### src/rtl/track_timer_pkg.sv
// Shared encodings and time constants for the track timer controller.
package track_timer_pkg;

  typedef enum logic [1:0] {
    MODE_SINGLE = 2'd0,
    MODE_REPEAT = 2'd1,
    MODE_SEQ    = 2'd2,
    MODE_LOOP   = 2'd3
  } mode_e;

  typedef enum logic [1:0] {
    ST_IDLE  = 2'd0,
    ST_PLAY  = 2'd1,
    ST_PAUSE = 2'd2
  } state_e;

  localparam int unsigned SEC_PER_MIN = 60;
  localparam logic [7:0]  SEC_MAX     = 8'(SEC_PER_MIN - 1);

  // Seconds fields never hold more than 59 so min:sec compares as one number.
  function automatic logic [7:0] clamp_sec(input logic [7:0] sec);
    return (sec > SEC_MAX) ? SEC_MAX : sec;
  endfunction

endpackage

### src/rtl/time_mmss_cnt.sv
// Binary minutes:seconds elapsed-time counter with synchronous clear,
// increment and saturation at 255:59.
module time_mmss_cnt (
  input  logic       clk,
  input  logic       rst_n,
  input  logic       clr,
  input  logic       inc,
  output logic [7:0] min_o,
  output logic [7:0] sec_o
);
  import track_timer_pkg::*;

  logic [7:0] min_q, min_d;
  logic [7:0] sec_q, sec_d;

  always_comb begin
    min_d = min_q;
    sec_d = sec_q;
    if (clr) begin
      min_d = 8'd0;
      sec_d = 8'd0;
    end else if (inc) begin
      if (sec_q < SEC_MAX) begin
        sec_d = sec_q + 8'd1;
      end else if (min_q != 8'hFF) begin
        min_d = min_q + 8'd1;
        sec_d = 8'd0;
      end
      // 255:59 holds its value
    end
  end

  always_ff @(posedge clk or negedge rst_n) begin
    if (!rst_n) begin
      min_q <= 8'd0;
      sec_q <= 8'd0;
    end else begin
      min_q <= min_d;
      sec_q <= sec_d;
    end
  end

  assign min_o = min_q;
  assign sec_o = sec_q;

endmodule

### src/rtl/track_timer_ctrl.sv
// Playlist transport controller: per-track duration table, IDLE/PLAY/PAUSE
// FSM and end-of-track policy driving a min:sec elapsed-time counter.
module track_timer_ctrl #(
  parameter int         NUM_TRACKS = 4,
  parameter int         TRK_W      = $clog2(NUM_TRACKS),
  parameter logic [7:0] DEF_MIN    = 8'd1,
  parameter logic [7:0] DEF_SEC    = 8'd0
) (
  input  logic             clk,
  input  logic             rst_n,
  input  logic             tick,
  input  logic             play,
  input  logic             pause,
  input  logic             stop,
  input  logic             sel_valid,
  input  logic [TRK_W-1:0] sel_track,
  input  logic [1:0]       mode,
  input  logic             cfg_we,
  input  logic [TRK_W-1:0] cfg_idx,
  input  logic [7:0]       cfg_min,
  input  logic [7:0]       cfg_sec,
  output logic [TRK_W-1:0] cur_track,
  output logic [7:0]       cnt_min,
  output logic [7:0]       cnt_sec,
  output logic             track_end,
  output logic             playing,
  output logic             done
);
  import track_timer_pkg::*;

  localparam logic [TRK_W:0]   NUM_TRACKS_L = (TRK_W+1)'(NUM_TRACKS);
  localparam logic [TRK_W-1:0] LAST_TRK     = TRK_W'(NUM_TRACKS - 1);

  state_e           state_q, state_d;
  logic [TRK_W-1:0] cur_track_q, cur_track_d;
  logic             track_end_q, track_end_d;
  logic             playing_q, playing_d;
  logic             done_q, done_d;

  logic [7:0] dur_min_q [NUM_TRACKS];
  logic [7:0] dur_min_d [NUM_TRACKS];
  logic [7:0] dur_sec_q [NUM_TRACKS];
  logic [7:0] dur_sec_d [NUM_TRACKS];

  logic        sel_ok, cmd_play, cmd_pause, tick_cnt, end_evt;
  logic        cnt_clr, cnt_inc;
  logic [7:0]  cnt_min_w, cnt_sec_w;
  logic [15:0] elapsed, duration;

  // Duration table; a write lands on the next edge, so an end event in the
  // same cycle still compares against the old entry.
  always_comb begin
    for (int i = 0; i < NUM_TRACKS; i++) begin
      dur_min_d[i] = dur_min_q[i];
      dur_sec_d[i] = dur_sec_q[i];
      if (cfg_we && (cfg_idx == TRK_W'(i))) begin
        dur_min_d[i] = cfg_min;
        dur_sec_d[i] = clamp_sec(cfg_sec);
      end
    end
  end

  always_ff @(posedge clk or negedge rst_n) begin
    if (!rst_n) begin
      for (int i = 0; i < NUM_TRACKS; i++) begin
        dur_min_q[i] <= DEF_MIN;
        dur_sec_q[i] <= clamp_sec(DEF_SEC);
      end
    end else begin
      for (int i = 0; i < NUM_TRACKS; i++) begin
        dur_min_q[i] <= dur_min_d[i];
        dur_sec_q[i] <= dur_sec_d[i];
      end
    end
  end

  always_comb begin
    sel_ok    = sel_valid && ({1'b0, sel_track} < NUM_TRACKS_L);
    cmd_play  = play && !pause;
    cmd_pause = pause && !play;
    tick_cnt  = tick && (state_q == ST_PLAY) && !stop && !sel_ok;
    elapsed   = {cnt_min_w, cnt_sec_w};
    duration  = {dur_min_q[cur_track_q], dur_sec_q[cur_track_q]};
    end_evt   = tick_cnt && (elapsed >= duration);
  end

  // Next-state and output decode: stop, then select, then transport + tick.
  always_comb begin
    state_d     = state_q;
    cur_track_d = cur_track_q;
    done_d      = done_q;
    track_end_d = 1'b0;
    cnt_clr     = 1'b0;
    cnt_inc     = 1'b0;

    if (stop) begin
      state_d = ST_IDLE;
      cnt_clr = 1'b1;
      done_d  = 1'b0;
    end else if (sel_ok) begin
      cur_track_d = sel_track;
      state_d     = ST_PLAY;
      cnt_clr     = 1'b1;
      done_d      = 1'b0;
    end else begin
      if (cmd_play && (state_q != ST_PLAY)) begin
        state_d = ST_PLAY;
        done_d  = 1'b0;
      end else if (cmd_pause && (state_q == ST_PLAY)) begin
        state_d = ST_PAUSE;
      end

      if (end_evt) begin
        cnt_clr     = 1'b1;
        track_end_d = 1'b1;
        case (mode_e'(mode))
          MODE_SINGLE: begin
            state_d = ST_IDLE;
            done_d  = 1'b1;
          end
          MODE_REPEAT: ;
          MODE_SEQ: begin
            if (cur_track_q != LAST_TRK) begin
              cur_track_d = cur_track_q + 1'b1;
            end else begin
              state_d = ST_IDLE;
              done_d  = 1'b1;
            end
          end
          MODE_LOOP: begin
            cur_track_d = (cur_track_q == LAST_TRK) ? '0 : cur_track_q + 1'b1;
          end
          default: ;
        endcase
      end else if (tick_cnt) begin
        cnt_inc = 1'b1;
      end
    end

    playing_d = (state_d == ST_PLAY);
  end

  always_ff @(posedge clk or negedge rst_n) begin
    if (!rst_n) begin
      state_q     <= ST_IDLE;
      cur_track_q <= '0;
      track_end_q <= 1'b0;
      playing_q   <= 1'b0;
      done_q      <= 1'b0;
    end else begin
      state_q     <= state_d;
      cur_track_q <= cur_track_d;
      track_end_q <= track_end_d;
      playing_q   <= playing_d;
      done_q      <= done_d;
    end
  end

  time_mmss_cnt u_cnt (
    .clk   (clk),
    .rst_n (rst_n),
    .clr   (cnt_clr),
    .inc   (cnt_inc),
    .min_o (cnt_min_w),
    .sec_o (cnt_sec_w)
  );

  assign cur_track = cur_track_q;
  assign cnt_min   = cnt_min_w;
  assign cnt_sec   = cnt_sec_w;
  assign track_end = track_end_q;
  assign playing   = playing_q;
  assign done      = done_q;

endmodule

### config.mk
export PLATFORM = sky130hd
export DESIGN_NAME = track_timer_ctrl
export DESIGN_NICKNAME = d
export VERILOG_FILES = /design/src/rtl/track_timer_pkg.sv /design/src/rtl/time_mmss_cnt.sv /design/src/rtl/track_timer_ctrl.sv
export SDC_FILE = /design/constraint.sdc
export NUM_CORES = 1
export LEC_CHECK = 0
export CORE_MARGIN = 2
export CORE_UTILIZATION = 55
export DETAILED_ROUTE_END_ITERATION = 12
export DONT_BUFFER_PORTS = 1
export GPL_TIMING_DRIVEN = 0
export PLACE_DENSITY = 0.73
export SKIP_LAST_GASP = 1
export SYNTH_ARGS = -nofsm -noshare
export SYNTH_HDL_FRONTEND = slang
export SYNTH_SLANG_ARGS = --single-unit
### constraint.sdc
create_clock -name clk -period 4.45 [get_ports clk]
set_input_delay 0.89 -clock clk [delete_from_list [all_inputs] [get_ports clk]]
set_output_delay 0.89 -clock clk [all_outputs]
set_load 0.02 [all_outputs]
==> Word-level counts from Yosys, hierarchy flattened <==
Index checks and enable logic that the tools add are counted.
{ "op_classes": {"addsub": 3, "reduce_logical": 26, "order_cmp": 4, "n_eq_ne": 13, "n_bitwise": 2, "muxes": 42} }
{ "op_table": {"columns": ["cell", "count"], "rows": [
  ["8-bit 2-to-1 mux", 13],
  ["8-bit binary-select mux with 2-bit select", 2],
  ["2-bit 2-to-1 mux", 10],
  ["8-bit by 1-bit adder with 8-bit output (second input constant)", 2],
  ["16-bit greater-or-equal comparator", 1],
  ["1-bit 2-to-1 mux", 14],
  ["1-bit logical AND", 12],
  ["2-bit == test (second input constant)", 5],
  ["8-bit by 6-bit greater-than comparator with 1-bit output (second input constant)", 1],
  ["8-bit by 6-bit less-than comparator with 1-bit output (second input constant)", 1],
  ["8-bit inequality test (second input constant)", 1],
  ["2-bit case mux with 2 select lines", 2],
  ["2-bit by 1-bit == test with 1-bit output (second input constant)", 3],
  ["2-bit nonzero test", 3],
  ["3-bit nonzero test", 2],
  ["1-bit logical NOT", 4],
  ["2-bit logical NOT", 2],
  ["2-bit inequality test (second input constant)", 2],
  ["4-bit AND reduction", 1],
  ["3-bit greater-or-equal comparator (second input constant)", 1],
  ["3-bit inequality test (second input constant)", 1],
  ["2-bit inverter with 3-bit output", 1],
  ["3-bit AND reduction", 1],
  ["2-bit by 1-bit adder with 2-bit output (second input constant)", 1],
  ["4 further kinds", 4]
]} }
{ "totals": {"regBits": 87, "in_bits": 30} }

==> Longest topological paths before layout <==
{ "logic_depth": {"depth_word": 11, "mapped_depth": 12, "mapped_depth_nobuf": 9} }

==> Modules after synthesis <==
A second synthesis with hierarchy kept.
{ "hier_totals": {"cells_unflattened": 375, "hier_area_um2": 4347.9} }
{ "modules_own_cells": {"columns": ["module", "cells_per_inst", "seq_area_each_um2", "area_per_inst_um2", "instances"], "rows": [
  ["track_timer_ctrl", 287, 1781.7, 3507.1, 1],
  ["time_mmss_cnt", 88, 400.4, 840.8, 1]
]} }

==> Worst setup path after synthesis <==
Ideal clock, no wire load.
{ "synth_path": {"kind": "register to register", "start": "register cur_track_q[0] (netlist: cur_track[0])", "end": "register u_cnt.sec_q[4] (netlist: u_cnt.sec_o[4])", "stages_incl_launch_ff": 12, "arrival_ns": 3.637, "required_time_ns": 4.385, "path_slack_ns": 0.748, "synth_period_minus_slack_ns": 3.702, "n_path_buf": 3, "cell_sequence": "dfrtp_1 -> buf_2 -> clkbuf_1 -> mux4_2 -> ha_1 -> nand2b_4 -> a2111o_1 -> a32oi_2 -> nand2_4 -> buf_6 -> a2111oi_1 -> a21o_1"} }
{ "synth_via": {"elab_chain_len": 11, "elab_cells_between_ends": 19} }
{ "synth_rtl": {"columns": ["item", "line", "text"], "rows": [
  ["start, declared", "track_timer_ctrl.sv:35", "logic [TRK_W-1:0] cur_track_q, cur_track_d;"],
  ["start signal, assigned", "track_timer_ctrl.sv:152", "cur_track_q <= cur_track_d;"],
  ["2-bit inverter with 3-bit output (implied by the code) (*)", "track_timer_ctrl.sv:83", "duration = {dur_min_q[cur_track_q], dur_sec_q[cur_track_q]};"],
  ["8-bit binary-select mux with 2-bit select", "track_timer_ctrl.sv:83", null],
  ["8-bit 2-to-1 mux (implied by the code) (2 in a row)", "track_timer_ctrl.sv:83", null],
  ["16-bit greater-or-equal comparator (*)", "track_timer_ctrl.sv:84", "end_evt = tick_cnt && (elapsed >= duration);"],
  ["1-bit logical AND (*)", "track_timer_ctrl.sv:84", null],
  ["1-bit 2-to-1 mux", "track_timer_ctrl.sv:113", "if (end_evt) begin"],
  ["1-bit 2-to-1 mux", "track_timer_ctrl.sv:100", "end else if (sel_ok) begin"],
  ["1-bit 2-to-1 mux", "track_timer_ctrl.sv:96", "if (stop) begin"],
  ["3-bit nonzero test (no source line) / 2-bit nonzero test (equally long branches)", null, null],
  ["2-bit AND reduction (no source line)", null, null],
  ["end signal, assigned", "time_mmss_cnt.sv:36", "sec_q <= 8'd0;"],
  ["end signal, assigned", "time_mmss_cnt.sv:39", "sec_q <= sec_d;"],
  ["end, declared", "time_mmss_cnt.sv:14", "logic [7:0] sec_q, sec_d;"]
]} }
Every way passes the cells marked *; elsewhere a longest branch is shown, timed or not. The select of a mux whose other input is x is not followed.
A chain may end at the register's enable or synchronous reset.

==> Worst setup path after layout <==
{ "layout_path": {"start": "register cur_track_q[1] (netlist: cur_track[1])", "end": "register u_cnt.sec_q[3] (netlist: u_cnt.sec_o[3])"} }
Same word-level chain as after synthesis.

==> run metrics <==
status finished, final reports clean; GRT overflow 0; max-slew violation count 0; Arrival @ worst endpoint 4510 ps; Critical Path RT 4750 ps; DRT antenna net count 0; fill cell count 629; drt total wl 9360 um; Synthesized Nets 440; critical-path cell list clkbuf_1, clkbuf_1, mux4_2, ha_1, nand2b_4, a2111o_1, a32oi_2, nand2_4, buf_6, nor2_1, a221o_1; most common cell after layout, fill and taps aside dfrtp_1; maximum root-to-sink buffer count 2; worst-skew pair later-pin latency 370 ps; H-tree levels 3; met1 Usage GRT 31.1%; Hold Violations, Final 0; Worst-Margin Slew 719 ps; Post-synth EDFFs 0; DR vias 3085; Setup crit end kind flip-flop; critical-path maximum fanout 10; full die area 8860 sq um; met2 GRT Util 35.5%; yosys warns 0; Initial Util 57.2%; Die W 94.1 um; synth-to-layout area growth 6.97%; Post-CTS Setup Inserts 0; endpoints failing setup 0; drt drc 0; area of the core 7810 sq um; GR Layer Usage met3 6.58%; Num CTS Buffers 9; vias in the first global route 3080; Synth Register Bits 87; Post-DP HPWL 6690 um; CTS sink count 87; ys async rst share 100%; Final #Nets 451; via-per-instance ratio 6.06; CTS tree yes; ys flop type dfrtp_1; WHS 206 ps; Final GP Congestion 0.855; Power Total 1.80 mW; Rel. slew slack 52.1%; maximum vdd drop 0.186 mV; most frequent CP cell clkbuf_1; most frequent cells in the layout 83 x dfrtp_1, 40 x nand2_1, 33 x mux2_2, 30 x o21ai_0, 23 x nor2_1; startpoint class of the critical path flip-flop; pwr/cell area 376 nW/um^2; sequential area share after synthesis 48.8%; GR Util All Layers 22.8%; Synth cell types 48; hold crit path type in -> async; mapped cell area 4470 sq um; GR peak layer met2; leading area contributor after synthesis dfrtp_1; TritonRoute pass-1 iters 4; Crit path largest cell delay 620 ps; layout cells sized above 1 20.1%; IO Count 51; top-area cell type share of the netlist area 46.5%; antenna violations before repair 0; Syn Area/Cell 11.4 sq um; n_diodes 0; clock skew 15.0 ps; Fin Setup TNS 0 ps; Worst R2R Setup Slack 240 ps; Leakage Power 2.08 nW; clock root cell clkbuf_8; first-pass GRT wire length 15400 um; RSZ-0062 raised after global routing false; WL/cell 18.4 um; port buffer count 0; Crit Path Category reg -> reg; fmax 0.238 GHz; Syn Inst Count 391; # Max-Cap Violations 0; largest net degree at the start of global routing 88; share of the clock period used by the worst path 94.6%; Critical-path top delay cell clkbuf_1; synth top area cells dfrtp_1 46%, mux2_2 8.3%, mux4_2 8.1%, ha_1 5.3%, nand2_1 3.4%; clock slew at reported path FFs 90 ps; Site Rows 32; Die Ht 94.1 um; drt first-iter violations 171; Period minus WS final 4210 ps
[power breakdown]
group	leakage, nW	switching, mW	internal [mW]
sequential	1.08	0.0523	0.886
combinational	0.916	0.155	0.172
clock	0.0904	0.275	0.259
[metal layers]
layer	vias up	wire, um	part of all wire, %
li1	1443	-	-
met1	1558	4140	44
met2	77	4520	48
met3	7	617	6.6
met4	0	91	0.97
met5	-	0	0
[worst paths after layout]
kind                                               start                         end  cells after the start
worst max register to register  cur_track[1]$_DFFE_PN0P_  u_cnt.sec_o[3]$_DFFE_PN0P_                     11
worst max-delay path            cur_track[1]$_DFFE_PN0P_  u_cnt.sec_o[3]$_DFFE_PN0P_                     11
max in group asynchronous                          rst_n    dur_min_q[8]$_DFFE_PN1P_                      0
min in group clk                dur_sec_q[4]$_DFFE_PN0P_    dur_sec_q[4]$_DFFE_PN0P_                      2
worst min register to register  dur_sec_q[4]$_DFFE_PN0P_    dur_sec_q[4]$_DFFE_PN0P_                      2
worst min-delay path                               rst_n  u_cnt.min_o[5]$_DFFE_PN0P_                      0
[through the flow]
step                      area (sq um)  util [%]  setup slack [ps]  std cells
after CTS                         4780      61.2              23.1        509
after global placement            4600      58.9              86.8        493
after global routing              4780      61.2              54.8        509
final                             4780      61.2               240        509
after detailed placement          4600      58.9              49.6        493
after floorplan                   4470         -               748        391
[timing repair]
action,CTS,global route
resized for setup,0,3
endpoints found under the setup margin,0,13
hold buffers,0,0
[cells by family after synthesis]
logic type / after synthesis / synth area share (%)
buf+inv: 37 / 3.36
mux: 52 / 17.0
flops: 87 / 48.8
simple gates: 124 / 14.4
compound gates: 72 / 11.1
fa+ha+maj: 19 / 5.32
[final cells by class]
class | count | area (sq um) | area share, %
multi-input cells | 267 | 2140 | 44.7
clock inverters | 4 | 47.5 | 0.995
flip-flops and latches | 87 | 2180 | 45.6
inverters | 20 | 75.1 | 1.57
plain buffers | 17 | 76.3 | 1.60
clock buffers | 12 | 135 | 2.83
well taps | 102 | 128 | 2.67
[critical path: cells and delay by family, from the launching register on]
kind,cells,cell delay [ps]
DFF,1,500
adders and majority gates,1,280
muxes,1,430
buffers and inverters,3,1310
and+or+nand+nor,3,600
AOI/OAI and AO/OA,3,1030
[registers in the layout, summed over array words and instances (netlist names)]
name         flops
state_q          2
cur_track        2
done             1
playing          1
dur_sec_q       32
u_cnt.min_o      8
u_cnt.sec_o      8
track_end        1
dur_min_q       32
[cell usage after synthesis, types with 3 or more instances]
cell / n
inv_1: 20
or2_2: 4
buf_2: 3
dfstp_2: 4
nand3_1: 8
nand2_1: 40
a21oi_1: 14
nor2_1: 23
mux2i_1: 3
a221o_1: 3
a21o_1: 3
mux2_2: 33
mux4_2: 16
nor3_1: 7
nor2b_1: 6
ha_1: 19
nand2b_1: 3
and2_1: 8
a32o_1: 5
nand3b_1: 4
clkbuf_1: 13
o21ai_0: 30
dfrtp_1: 83
nor4_1: 5
or3_1: 3
nand4_1: 4
(Power assumes the default switching activity.)
